==> src/rtl/pipeline_pkg.sv <==
// Shared pipeline definitions: register index width, hazard FSM encoding and
// the load-use hazard compare.
package pipeline_pkg;

    localparam int unsigned REG_IDX_W = 6;

    typedef enum logic [1:0] {
        HZ_RUN      = 2'd0,
        HZ_LU_STALL = 2'd1,
        HZ_MEM_WAIT = 2'd2
    } hz_state_e;

    // Load in execute whose destination feeds a source of the decode instruction.
    // Register 0 is hard-wired, so it never creates a dependency.
    function automatic logic lu_hazard(
        input logic [REG_IDX_W-1:0] src_1,
        input logic [REG_IDX_W-1:0] src_2,
        input logic                 uses_src_2,
        input logic [REG_IDX_W-1:0] dst,
        input logic                 mem_read,
        input logic                 reg_write
    );
        return mem_read & reg_write & (dst != '0)
            & ((dst == src_1) | (uses_src_2 & (dst == src_2)));
    endfunction

endpackage

==> src/rtl/hazard_control_unit_if.sv <==
// Decode/execute hazard signals and the pipeline-register controls fed back.
// slave: the hazard unit; master: the pipeline that supplies operands and obeys.
interface hazard_control_unit_if;
    import pipeline_pkg::*;

    logic [REG_IDX_W-1:0] d_src_reg_1;
    logic [REG_IDX_W-1:0] d_src_reg_2;
    logic                 d_uses_src_2;
    logic [REG_IDX_W-1:0] x_dst_reg;
    logic                 x_mem_read;
    logic                 x_reg_write;
    logic                 x_redirect;
    logic                 m_mem_busy;
    logic                 f_stall;
    logic                 d_stall;
    logic                 x_bubble;
    logic                 d_flush;
    logic                 xm_stall;

    modport master (
        output d_src_reg_1, d_src_reg_2, d_uses_src_2, x_dst_reg,
        output x_mem_read, x_reg_write, x_redirect, m_mem_busy,
        input  f_stall, d_stall, x_bubble, d_flush, xm_stall
    );

    modport slave (
        input  d_src_reg_1, d_src_reg_2, d_uses_src_2, x_dst_reg,
        input  x_mem_read, x_reg_write, x_redirect, m_mem_busy,
        output f_stall, d_stall, x_bubble, d_flush, xm_stall
    );

endinterface

==> src/rtl/event_counter.sv <==
// Free-running wrap-around event counter with enable and async active-low clear.
module event_counter #(
    parameter int unsigned Width = 32
) (
    input  logic             clk_i,
    input  logic             rst_ni,
    input  logic             en_i,
    output logic [Width-1:0] count_o
);

    logic [Width-1:0] count_q, count_d;

    // Count one per enabled cycle, wrapping naturally.
    always_comb begin
        count_d = count_q;
        if (en_i) begin
            count_d = count_q + Width'(1);
        end
    end

    // Count register.
    always_ff @(posedge clk_i or negedge rst_ni) begin
        if (!rst_ni) begin
            count_q <= '0;
        end else begin
            count_q <= count_d;
        end
    end

    assign count_o = count_q;

endmodule

==> src/rtl/hazard_control_unit.sv <==
// Hazard control: load-use bubbles, execute redirects and data-memory wait
// states, with stall/flush performance counters. Priority: mem busy > redirect > load-use.
module hazard_control_unit
    import pipeline_pkg::*;
#(
    parameter int unsigned LOAD_USE_CYCLES = 1,  // 1..7
    parameter int unsigned CNT_W           = 32
) (
    input  logic                 clock,
    input  logic                 reset,
    hazard_control_unit_if.slave hz,
    output logic [CNT_W-1:0]     stall_count,
    output logic [CNT_W-1:0]     flush_count
);

    localparam int unsigned CntW = 3;

    hz_state_e         state_q, state_d;
    logic [CntW-1:0]   cnt_q, cnt_d;
    logic              lu_hit;
    logic              f_stall_c, d_stall_c, x_bubble_c, d_flush_c, xm_stall_c;

    assign lu_hit = lu_hazard(hz.d_src_reg_1, hz.d_src_reg_2, hz.d_uses_src_2,
                              hz.x_dst_reg, hz.x_mem_read, hz.x_reg_write);

    // Next-state and Mealy control outputs.
    always_comb begin
        state_d    = state_q;
        cnt_d      = cnt_q;
        f_stall_c  = 1'b0;
        d_stall_c  = 1'b0;
        x_bubble_c = 1'b0;
        d_flush_c  = 1'b0;
        xm_stall_c = 1'b0;
        unique case (state_q)
            HZ_RUN: begin
                if (hz.m_mem_busy) begin
                    f_stall_c  = 1'b1;
                    d_stall_c  = 1'b1;
                    xm_stall_c = 1'b1;
                    state_d    = HZ_MEM_WAIT;
                end else if (hz.x_redirect) begin
                    // Redirect squashes the dependent instruction, so no bubble is owed.
                    d_flush_c  = 1'b1;
                    x_bubble_c = 1'b1;
                end else if (lu_hit) begin
                    f_stall_c  = 1'b1;
                    d_stall_c  = 1'b1;
                    x_bubble_c = 1'b1;
                    if (LOAD_USE_CYCLES > 1) begin
                        cnt_d   = CntW'(LOAD_USE_CYCLES - 1);
                        state_d = HZ_LU_STALL;
                    end
                end
            end
            HZ_LU_STALL: begin
                if (hz.m_mem_busy) begin
                    // Remaining bubble count is kept in cnt_q across the wait.
                    f_stall_c  = 1'b1;
                    d_stall_c  = 1'b1;
                    xm_stall_c = 1'b1;
                    state_d    = HZ_MEM_WAIT;
                end else if (hz.x_redirect) begin
                    d_flush_c  = 1'b1;
                    x_bubble_c = 1'b1;
                    cnt_d      = '0;
                    state_d    = HZ_RUN;
                end else begin
                    f_stall_c  = 1'b1;
                    d_stall_c  = 1'b1;
                    x_bubble_c = 1'b1;
                    cnt_d      = cnt_q - CntW'(1);
                    if (cnt_q == CntW'(1)) begin
                        state_d = HZ_RUN;
                    end
                end
            end
            HZ_MEM_WAIT: begin
                if (hz.m_mem_busy) begin
                    // Execute is frozen, so a redirect here is not acted upon.
                    f_stall_c  = 1'b1;
                    d_stall_c  = 1'b1;
                    xm_stall_c = 1'b1;
                end else if (hz.x_redirect) begin
                    d_flush_c  = 1'b1;
                    x_bubble_c = 1'b1;
                    cnt_d      = '0;
                    state_d    = HZ_RUN;
                end else begin
                    // Release cycle: no stall, resume any interrupted load-use stall.
                    state_d = (cnt_q != '0) ? HZ_LU_STALL : HZ_RUN;
                end
            end
            default: begin
                state_d = HZ_RUN;
                cnt_d   = '0;
            end
        endcase
    end

    // FSM state and pending-bubble count.
    always_ff @(posedge clock or negedge reset) begin
        if (!reset) begin
            state_q <= HZ_RUN;
            cnt_q   <= '0;
        end else begin
            state_q <= state_d;
            cnt_q   <= cnt_d;
        end
    end

    // Controls are forced low while reset is held, whatever the inputs do.
    assign hz.f_stall  = reset & f_stall_c;
    assign hz.d_stall  = reset & d_stall_c;
    assign hz.x_bubble = reset & x_bubble_c;
    assign hz.d_flush  = reset & d_flush_c;
    assign hz.xm_stall = reset & xm_stall_c;

    event_counter #(
        .Width (CNT_W)
    ) u_stall_cnt (
        .clk_i   (clock),
        .rst_ni  (reset),
        .en_i    (hz.f_stall),
        .count_o (stall_count)
    );

    event_counter #(
        .Width (CNT_W)
    ) u_flush_cnt (
        .clk_i   (clock),
        .rst_ni  (reset),
        .en_i    (hz.d_flush),
        .count_o (flush_count)
    );

endmodule

==> src/flat_wrapper.sv <==
// flat-port wrapper written by rule: the top's interface ports become plain ports
module hazard_control_unit_flat import pipeline_pkg::*;
#(
    parameter int unsigned LOAD_USE_CYCLES = 1,         
    parameter int unsigned CNT_W           = 32
)
  (clock, reset, stall_count, flush_count, hz_d_src_reg_1, hz_d_src_reg_2, hz_d_uses_src_2, hz_x_dst_reg, hz_x_mem_read, hz_x_reg_write, hz_x_redirect, hz_m_mem_busy, hz_f_stall, hz_d_stall, hz_x_bubble, hz_d_flush, hz_xm_stall);
  hazard_control_unit_if hz_i ();
  input  logic clock;
  input  logic reset;
  output logic [CNT_W-1:0] stall_count;
  output logic [CNT_W-1:0] flush_count;
  input wire logic [$bits(hz_i.d_src_reg_1)-1:0] hz_d_src_reg_1;
  input wire logic [$bits(hz_i.d_src_reg_2)-1:0] hz_d_src_reg_2;
  input wire logic [$bits(hz_i.d_uses_src_2)-1:0] hz_d_uses_src_2;
  input wire logic [$bits(hz_i.x_dst_reg)-1:0] hz_x_dst_reg;
  input wire logic [$bits(hz_i.x_mem_read)-1:0] hz_x_mem_read;
  input wire logic [$bits(hz_i.x_reg_write)-1:0] hz_x_reg_write;
  input wire logic [$bits(hz_i.x_redirect)-1:0] hz_x_redirect;
  input wire logic [$bits(hz_i.m_mem_busy)-1:0] hz_m_mem_busy;
  output wire logic [$bits(hz_i.f_stall)-1:0] hz_f_stall;
  output wire logic [$bits(hz_i.d_stall)-1:0] hz_d_stall;
  output wire logic [$bits(hz_i.x_bubble)-1:0] hz_x_bubble;
  output wire logic [$bits(hz_i.d_flush)-1:0] hz_d_flush;
  output wire logic [$bits(hz_i.xm_stall)-1:0] hz_xm_stall;
  assign hz_i.d_src_reg_1 = hz_d_src_reg_1;
  assign hz_i.d_src_reg_2 = hz_d_src_reg_2;
  assign hz_i.d_uses_src_2 = hz_d_uses_src_2;
  assign hz_i.x_dst_reg = hz_x_dst_reg;
  assign hz_i.x_mem_read = hz_x_mem_read;
  assign hz_i.x_reg_write = hz_x_reg_write;
  assign hz_i.x_redirect = hz_x_redirect;
  assign hz_i.m_mem_busy = hz_m_mem_busy;
  assign hz_f_stall = hz_i.f_stall;
  assign hz_d_stall = hz_i.d_stall;
  assign hz_x_bubble = hz_i.x_bubble;
  assign hz_d_flush = hz_i.d_flush;
  assign hz_xm_stall = hz_i.xm_stall;
  hazard_control_unit #(.LOAD_USE_CYCLES(LOAD_USE_CYCLES), .CNT_W(CNT_W)) u_core (.clock(clock), .reset(reset), .hz(hz_i), .stall_count(stall_count), .flush_count(flush_count));
endmodule
==> config.mk <==
export PLATFORM = sky130hd
export DESIGN_NAME = hazard_control_unit_flat
export DESIGN_NICKNAME = d
export VERILOG_FILES = /design/src/rtl/pipeline_pkg.sv /design/src/rtl/hazard_control_unit_if.sv /design/src/rtl/event_counter.sv /design/src/rtl/hazard_control_unit.sv /design/src/flat_wrapper.sv
export SDC_FILE = /design/constraint.sdc
export NUM_CORES = 1
export LEC_CHECK = 0
export BUFFER_PORTS_ARGS = -buffer_cell sky130_fd_sc_hd__buf_2
export CAP_MARGIN = 25
export CORE_ASPECT_RATIO = 1.5
export CORE_UTILIZATION = 41
export DETAILED_ROUTE_END_ITERATION = 16
export PLACE_DENSITY_LB_ADDON = 0.2
export SYNTH_ARGS = -nofsm -noshare
export SYNTH_HDL_FRONTEND = slang
export SYNTH_HIERARCHICAL = 1
export SYNTH_SLANG_ARGS = --single-unit
==> constraint.sdc <==
create_clock -name clock -period 3.5 [get_ports clock]
set_clock_uncertainty 0.2 [all_clocks]
set_input_delay 0.35 -clock clock [delete_from_list [all_inputs] [get_ports clock]]
set_output_delay 0.35 -clock clock [all_outputs]
set_load 0.02 [all_outputs]
* After elaboration in Yosys (flattened, before gate mapping) *
Cells that the tools add are included.

cells by class
  add/sub/neg operators = 3
  eq/ne operators = 10
  multiplexer cells = 28
  bitwise operators = 10
  reduce and logical (&&, ||, !) cells = 6

operator list
  operator                                                            count
  32-bit by 1-bit adder with 32-bit output, second input constant     2
  1-bit two-way mux                                                   14
  6-bit == test                                                       2
  2-bit two-way mux                                                   6
  3-bit two-way mux                                                   4
  3-bit case mux with 3 select lines                                  1
  1-bit AND                                                           8
  2-bit != test, second input constant                                4
  1-bit case mux with 3 select lines                                  2
  2-bit case mux with 3 select lines                                  1
  6-bit nonzero test                                                  1
  4-bit by 3-bit != test with 1-bit output, second input constant     1
  4-bit AND reduction                                                 1
  3-bit by 1-bit == test with 1-bit output, second input constant     1
  3-bit AND reduction                                                 1
  3-bit nonzero test                                                  1
  3-bit OR reduction                                                  1
  3-bit by 1-bit subtractor with 3-bit output, second input constant  1
  2-bit by 1-bit == test with 1-bit output, second input constant     1
  2-bit == test, second input constant                                1
  2-bit zero test                                                     1
  1-bit NOT                                                           1
  1-bit OR                                                            1

storage, ports and cells
  bits in registers = 69
  output and inout bits = 69
  word-level logic and storage cells = 61

* Logic depth before layout (Yosys ltp) *
Gate-level depths: netlist (run 1).

  depth after elaboration = 9
  depth in mapped cells = 8

* Cells and area by module *
Netlist (run 1), hierarchy kept.

modules (own cells, without submodules)
  module               instances  cells each  area each (um2)
  event_counter        2          123         1448.9
  hazard_control_unit  1          69          524.3

* Worst setup path after synthesis (run 1) *
No wires, ideal clock.

  kind = input-to-reg
  start point = in hz_x_dst_reg[4]
  end point = reg u_core.u_stall_cnt.count_q[23], in the netlist u_core/u_stall_cnt/count_o[23]
  arrival time = 2760 ps
  data required time = 3220 ps
  setup slack = 460 ps
  stages = 8
  cell sequence = xor2_1 nor4_1 a2bb2oi_1 o22ai_1 nand4_4 or4_4 nor4_2 xor2_1

on the way
  cells in the longest elaborated chain, start to end = 9
  elaborated cells on any way between the ends = 12
  classes of those cells = 2 x eq/ne; 4 x mux; 5 x bitwise; 1 x reduce/logical

RTL lines
  what                                    RTL line             RTL
  from (decl)                             flat_wrapper.sv:16   input wire logic [$bits(hz_i.x_dst_reg)-1:0] hz_x_dst_reg;
  6-bit == test                           pipeline_pkg.sv:24   & ((dst == src_1) | (uses_src_2 & (dst == src_2)));
  1-bit AND                               pipeline_pkg.sv:24
  1-bit OR                                pipeline_pkg.sv:24
  1-bit AND (*)                           pipeline_pkg.sv:24
  1-bit two-way mux (*) (3 in a row)      -
  1-bit case mux with 3 select lines (*)  -
  1-bit AND (*)                           -
  named net hz_d_stall                    flat_wrapper.sv:22   output wire logic [$bits(hz_i.d_stall)-1:0] hz_d_stall;
  to (signal assigned)                    event_counter.sv:26  count_q <= count_d;
  to (decl)                               event_counter.sv:11  logic [Width-1:0] count_q, count_d;

Mark *: on every way through the listed nets, which the timed path passes. The rest lies on a longest branch.
A chain may end at the register's enable or synchronous reset.

* Worst setup path in the final report (run 1) *
  start point = reg u_core.state_q[1]
  end point = reg u_core.u_stall_cnt.count_q[23], in the netlist u_core/u_stall_cnt/count_o[23]

on the way
  cells in the longest elaborated chain, start to end = 3
  elaborated cells on any way between the ends = 5
  classes of those cells = 2 x eq/ne; 1 x mux; 1 x bitwise; 1 x reduce/logical

RTL lines
  what                                    RTL line                    RTL
  from (decl)                             hazard_control_unit.sv:18   hz_state_e state_q, state_d;
  from (signal assigned)                  hazard_control_unit.sv:107  state_q <= state_d;
  2-bit == test (tied with other cells)   hazard_control_unit.sv:35   unique case (state_q)
  1-bit case mux with 3 select lines (*)  hazard_control_unit.sv:35
  1-bit AND (*)                           hazard_control_unit.sv:113  assign hz.f_stall = reset & f_stall_c;

Mark *: on every way between the ends. The rest lies on a longest branch, timed or not.

==> flow_summary_export.csv, run 1 <==
group,metric,value,unit
run_status,outcome,"finished, final reports clean",
power_and_ir_drop,p_per_area,539,mW/mm2
setup_path,slowest_stage,"or4_4",
job,maxCapViolCount,0,
timing,tns,0,ns
cts,cts_tree,"yes",
timing,fmax,0.386,GHz
timing,finalCritPeriodShare,74.0,%
setup_path,critical_path_class,"reg2reg",
floorplanning,placementRows,40,
logic_synthesis,synth.avg_cell_area,10.9,um2
setup_path,start_kind,"flop",
place,port_buffers,93,
cells_and_area,layout_commonest_cell,"buf_2",
hold_path,hold_path_class,"in2reg",
cells_and_area,final_cell_mix,"buf_2, dfrtp_1, xnor2_1, xor2_1, nand2_1",
logic_synthesis,mappedNetlistArea,0.00342,mm2
route,wire_per_inst,13.8,um
cells_and_area,areaGrowthSynthToFinish,27.8,%
place,preCtsSetupSlack,0.679,ns
grt,grt_max_degree,70,
route,drt_first_pass_iters,4,
timing,whs,0.0662,ns
route,vias_per_cell,5.13,
cells_and_area,nets,452,
place,dp.cells,516,
floorplanning,initial_core_util,42.5,%
cells_and_area,drive_gt1_share,29.7,%
cells_and_area,fillers,746,
logic_synthesis,synth-edff-count,0,
floorplanning,pin_count,94,
cells_and_area,diodes,0,
logic_synthesis,syn_inst,315,
power_and_ir_drop,leakage,2.20,nW
cts,clk_pin_slew,0.05,ns
route,dr_total_vias,2729,
floorplanning,die_x,76.6,um
floorplanning,die_h,114,um
setup_path,cp_max_fo,8,
logic_synthesis,ys.flop_type,"dfrtp_1",
cts,h-tree-depth,3,
logic_synthesis,yosysSeqAreaShare,50.5,%
cts,postCtsSetupRepairBufs,0,
timing,finalSetupViolCount,0,
setup_path,cpPeakStageDelay,0.56,ns
power_and_ir_drop,max-vdd-ir-drop,0.387,mV
timing,finalHoldViolCount,0,
logic_synthesis,ys_types,33,
power_and_ir_drop,p_sw,669,uW
grt,grt_usage,18.5,%
route,drt_iter0_drc,109,
setup_path,cp_cell_sequence,"a211oi_1 > nand3_1 > o22ai_1 > buf_4 > nand4_4 > or4_4 > nor4_2 > xor2_1",
timing,tightest_slew,0.872,ns
timing,slew_viol_final,0,
timing,layout_setup_ws,0.909,ns
floorplanning,coreArea,0.00806,mm2
grt,grt_antenna_before_repair,0,
cts,clk_path_buf_depth,2,
setup_path,endpoint_kind,"flop",
power_and_ir_drop,power_frac_comb,16.4,%
setup_path,required,3.55,ns
route,drc,0,
timing,rsz0062_at_grt,"no",
place,gp_congestion,0.806,
route,antenna_left,0,
power_and_ir_drop,p_seq_share,42.1,%
logic_synthesis,async_flop_share,100,%
cts,cts_buffers,9,
floorplanning,dieArea,0.00872,mm2
power_and_ir_drop,netSwitchingFraction,28.4,%
timing,max_slew_margin,41.9,%
power_and_ir_drop,internal_power,1.69,mW
grt,grt_pass1_wl,12600,um
cts,clock_sinks,69,
grt,grt_pass1_vias,2674,
grt,grt_overflow,0,
cts,cts_hold_buf,0,
logic_synthesis,synth-seq-cells,69,
power_and_ir_drop,finalPower,2.36,mW
logic_synthesis,syn-num-nets,345,
route,wl,7330,um
cts,clock_latency,0.33,ns
place,dp_hpwl,5380,um
timing,post-route-min-period,2.59,ns
logic_synthesis,ys_warn_count,6,
cts,clock-root-buffer,"clkbuf_16",
power_and_ir_drop,power_frac_clock,41.5,%
cts,post_cts_resized,0,
setup_path,critical_path_arrival,2.64,ns
cells_and_area,instances_no_fill,532,
[per-stage QoR]
stage | cell area, um2 | utilization [%]
after floorplan | 3420 | -
after global placement | 4050 | 50.2
after detailed placement | 4050 | 50.2
after CTS | 4370 | 54.3
after global routing | 4370 | 54.3
final | 4370 | 54.3
[power groups by stage]
stage / logic, mW / clock network [mW] / registers [mW]
2_1_floorplan: 0.171 / 0 / 1.07
3_3_place_gp: 0.382 / 0 / 1.01
3_5_place_dp: 0.388 / 0 / 1.01
4_1_cts: 0.390 / 1.01 / 0.994
5_1_grt: 0.431 / 1.04 / 1.01
6_report: 0.387 / 0.978 / 0.993
[critical path, delay by kind of cell (launching register included)]
family	cells	cell delay [ns]
xor gates and xnor gates	1	0.16
and+or+nand+nor	4	1.13
AOI/OAI and AO/OA	2	0.38
DFF	1	0.44
buffers and inverters	1	0.19
[registers in the layout, indices dropped and copies added (netlist names)]
signal / flops
u_core/u_stall_cnt/count_o: 32
u_core/state_q: 2
u_core/cnt_q: 3
u_core/u_flush_cnt/count_o: 32
[per-layer routing]
| metal | part of all wire, % | track usage, % | routed length [um] | up-vias |
|---|---|---|---|---|
| met2 | 51 | 31.1 | 3730 | 79 |
| met3 | 4.9 | 4.24 | 357 | 8 |
| met1 | 43 | 22.7 | 3160 | 1309 |
| met5 | 0 | 0 | 0 | - |
| met4 | 1.1 | 8.08 | 80 | 0 |
| li1 | - | - | - | 1333 |
[area by class of cell]
| class | count | area (um2) | area share, % |
|---|---|---|---|
| clock buffers | 12 | 256 | 5.87 |
| multi-input cells | 234 | 1650 | 37.7 |
| clock inverters | 4 | 70.1 | 1.60 |
| inverters | 10 | 37.5 | 0.859 |
| repair buffers | 98 | 503 | 11.5 |
| flip-flops and latches | 69 | 1730 | 39.5 |
| well taps | 105 | 131 | 3.01 |
[cell families (layout without fill, tap and decap cells)]
logic type / after synthesis / in the layout / synth area share (%)
and+or+nand+nor: 136 / 136 / 23.7
buffers and inverters: 12 / 124 / 1.43
DFF: 69 / 69 / 50.5
muxes: 2 / 2 / 0.658
AOI/OAI and AO/OA: 16 / 16 / 2.63
adders and majority gates: 6 / 6 / 2.16
xor gates and xnor gates: 74 / 74 / 18.9
[Yosys cell counts, drive strengths merged, types with 2 or more instances]
| master | count | area share, % |
|---|---|---|
| a21oi | 6 | 0.88 |
| and2 | 5 | 0.91 |
| and3 | 9 | 1.6 |
| and4 | 8 | 2.1 |
| dfrtp | 69 | 50 |
| ha | 5 | 1.8 |
| inv | 10 | 1.1 |
| mux2 | 2 | 0.66 |
| nand2 | 26 | 2.9 |
| nand3 | 20 | 2.9 |
| nand3b | 2 | 0.44 |
| nand4 | 23 | 5.1 |
| nor2 | 9 | 0.99 |
| nor3 | 15 | 2.2 |
| nor3b | 2 | 0.44 |
| nor4 | 14 | 3.3 |
| o21ai | 6 | 0.88 |
| or4 | 2 | 0.66 |
| xnor2 | 44 | 11 |
| xor2 | 30 | 7.7 |
[worst paths after layout]
kind	from	to	slack, ns	cells past startpoint
setup / recovery	u_core/state_q[1]$_DFFE_PN0P_	u_core/u_stall_cnt/count_o[23]$_DFFE_PN0P_	0.91	8
hold / removal	hz_x_redirect	u_core/state_q[0]$_DFFE_PN0P_	0.07	2
setup reg to reg	u_core/state_q[1]$_DFFE_PN0P_	u_core/u_stall_cnt/count_o[23]$_DFFE_PN0P_	0.91	8
hold reg to reg	u_core/u_flush_cnt/count_o[31]$_DFFE_PN0P_	u_core/u_flush_cnt/count_o[31]$_DFFE_PN0P_	0.28	1
max in group asynchronous	reset	u_core/u_flush_cnt/count_o[30]$_DFFE_PN0P_	2.37	2
min in group asynchronous	reset	u_core/u_flush_cnt/count_o[12]$_DFFE_PN0P_	0.15	2
Power figures use the tool's default switching activity.
==> run 2, diff against run 1 <==
ABC_AREA = 1   (was unset)
clock period = 2.6 ns   (was 3.5 ns; I/O delays follow)
==> flow_summary_export.csv, run 2 <==
group,metric,value,unit
place,gp_congestion,0.859,
logic_synthesis,mappedNetlistArea,0.00413,mm2
floorplanning,pin_count,94,
place,dp.cells,773,
setup_path,cp_cell_sequence,"inv_1 > o21ai_0 > o21ai_1 > buf_4 > buf_2",
setup_path,required,2.14,ns
cells_and_area,drive_gt1_share,22.8,%
logic_synthesis,syn-num-nets,594,
timing,layout_setup_ws,0.233,ns
timing,max_slew_margin,40.8,%
cells_and_area,final_cell_mix,"nand2_1, buf_2, nor2_1, dfrtp_1, inv_1",
logic_synthesis,ys_types,24,
grt,grt_antenna_before_repair,0,
cts,post_cts_resized,0,
cells_and_area,fillers,957,
timing,finalHoldViolCount,12,
timing,finalCritPeriodShare,91.0,%
logic_synthesis,ys_warn_count,6,
cts,postCtsSetupRepairBufs,0,
cells_and_area,multi_input_area,0.00214,mm2
power_and_ir_drop,leakage,2.55,nW
setup_path,cp_max_fo,6,
cts,clock_latency,0.32,ns
route,vias_per_cell,4.93,
floorplanning,initial_core_util,42.4,%
logic_synthesis,synth.avg_cell_area,7.32,um2
floorplanning,dieArea,0.0105,mm2
setup_path,cpPeakStageDelay,0.48,ns
timing,whs,-0.0119,ns
hold_path,hold_path_class,"in2async",
run_status,outcome,"finished with violations",
setup_path,critical_path_arrival,1.91,ns
cts,clock-root-buffer,"clkbuf_16",
route,wire_per_inst,13.3,um
logic_synthesis,synth-seq-cells,69,
logic_synthesis,synth_top_cell_by_area,"dfrtp_1",
cts,cts_tree,"yes",
setup_path,slowest_stage,"o21ai_0",
cts,clock_sinks,69,
setup_path,critical_path_class,"reg2out",
cells_and_area,layout_commonest_cell,"nand2_1",
floorplanning,coreArea,0.00974,mm2
cells_and_area,nets,700,
route,drt_iter0_drc,125,
floorplanning,die_h,125,um
setup_path,critPathTopFamily,"compound AO/OA/AOI/OAI gates",
grt,grt_pass1_vias,3842,
timing,post-route-min-period,2.37,ns
grt,grt_max_degree,70,
route,drt_first_pass_iters,11,
place,dp_hpwl,8160,um
cts,h-tree-depth,3,
power_and_ir_drop,max-vdd-ir-drop,0.468,mV
timing,slew_viol_final,0,
logic_synthesis,synth_common_cells,"nand2_1, nor2_1, dfrtp_1, inv_1, nand3_1",
cts,clk_path_buf_depth,2,
logic_synthesis,syn_inst,564,
grt,grt_usage,20.8,%
route,antenna_left,0,
logic_synthesis,yosysSeqAreaShare,41.8,%
cells_and_area,areaGrowthSynthToFinish,22.0,%
floorplanning,die_x,84.0,um
logic_synthesis,synth_top_area_share,41.8,%
logic_synthesis,synth_area_leaders,"dfrtp_1, nand2_1, nor2_1",
logic_synthesis,synth-edff-count,0,
place,port_buffers,93,
timing,finalSetupViolCount,0,
timing,rsz0062_at_grt,"no",
route,wl,10500,um
route,drc,12,
run_status,violations,"design-rule violations, negative hold slack",
grt,grt_overflow,0,
setup_path,start_kind,"flop",
route,dr_total_vias,3895,
cells_and_area,diodes,0,
logic_synthesis,async_flop_share,100,%
setup_path,path_buf_inv,3,
timing,tightest_slew,0.888,ns
cells_and_area,seqCellArea,0.00173,mm2
grt,grt_pass1_wl,17300,um
timing,fmax,0.422,GHz
timing,tns,0,ns
floorplanning,placementRows,44,
cts,cts_buffers,9,
setup_path,endpoint_kind,"output port",
power_and_ir_drop,p_per_area,589,mW/mm2
cts,clk_pin_slew,0.05,ns
place,preCtsSetupSlack,0.238,ns
logic_synthesis,ys.flop_type,"dfrtp_1",
power_and_ir_drop,finalPower,2.97,mW
job,maxCapViolCount,0,
cells_and_area,instances_no_fill,790,
logic_synthesis,synth_most_common_cell,"nand2_1",
-- run 2: cell count changes after synthesis, moves of 9 or more --
cell	before	now
nand2_1	26	185
xnor2_1	44	13
nor2_1	9	80
nand3b_1	2	12
and3_1	9	0
nand4_1	21	5
inv_1	9	60
nor3_1	15	5
nand3_1	20	42
nor2_2	0	18
nor4_1	10	0
-- run 2: repair_timing --
| action | CTS | global route |
|---|---|---|
| hold endpoints to repair | 1 | 0 |
| hold buffers | 1 | 0 |
| endpoints found under the setup margin | 0 | 0 |
-- run 2: power breakdown --
group	switching, mW	internal, mW	total [mW]
sequential	0.114	1.16	1.28
combinational	0.359	0.191	0.549
clock	0.445	0.697	1.14
total	0.918	2.05	2.97
-- run 2: logic make-up after synthesis --
kind of cell / share of synthesized area [%]
and+or+nand+nor: 40.4
DFF: 41.8
buffers and inverters: 6.27
xor gates and xnor gates: 8.06
AOI/OAI and AO/OA: 2.00
adders and majority gates: 1.51
-- run 2: layer usage --
metal  GRT usage, %  vias to the layer above  share of wire, %
li1               -                     1971                 -
met2           40.2                       80                56
met3           3.38                       14               3.0
met1           21.8                     1830                39
met5              0                        -                 0
met4           8.92                        0               1.7
-- run 2: final cells by class --
type,instances,area share (%)
sequential,69,34.3
clock inverter,3,0.397
tap,115,2.86
inverter,67,4.99
clock buffer,13,5.17
multi-input combinational,427,42.6
timing repair buffer,96,9.74
-- run 2: worst paths after layout --
check	from	to	slack [ns]	cells after the start
worst max register to register	u_core/state_q[1]$_DFFE_PN0P_	u_core/u_flush_cnt/count_o[17]$_DFFE_PN0P_	0.30	10
worst min register to register	u_core/u_stall_cnt/count_o[16]$_DFFE_PN0P_	u_core/u_stall_cnt/count_o[16]$_DFFE_PN0P_	0.31	1
min in group clock	hz_m_mem_busy	u_core/cnt_q[2]$_DFFE_PN0P_	0.10	4
max in group asynchronous	reset	u_core/u_flush_cnt/count_o[5]$_DFFE_PN0P_	1.61	2
worst min-delay path	reset	u_core/u_stall_cnt/count_o[2]$_DFFE_PN0P_	-0.01	2
worst max-delay path	u_core/state_q[1]$_DFFE_PN0P_	hz_d_stall	0.23	5
-- run 2: metrics by stage --
stage | utilization [%] | cell area (um2)
4_1_cts | 51.7 | 5040
2_1_floorplan | - | 4130
3_5_place_dp | 48.7 | 4750
3_3_place_gp | 48.7 | 4750
6_report | 51.7 | 5040
5_1_grt | 51.7 | 5040
-- run 2: worst reg2reg max path: cells and delay by family (launching register included) --
kind                   cells  cell delay (ns)
flip-flops                 1             0.43
AND/OR/NAND/NOR            7             1.08
AO/OA/AOI/OAI              1             0.22
buffers and inverters      2             0.26
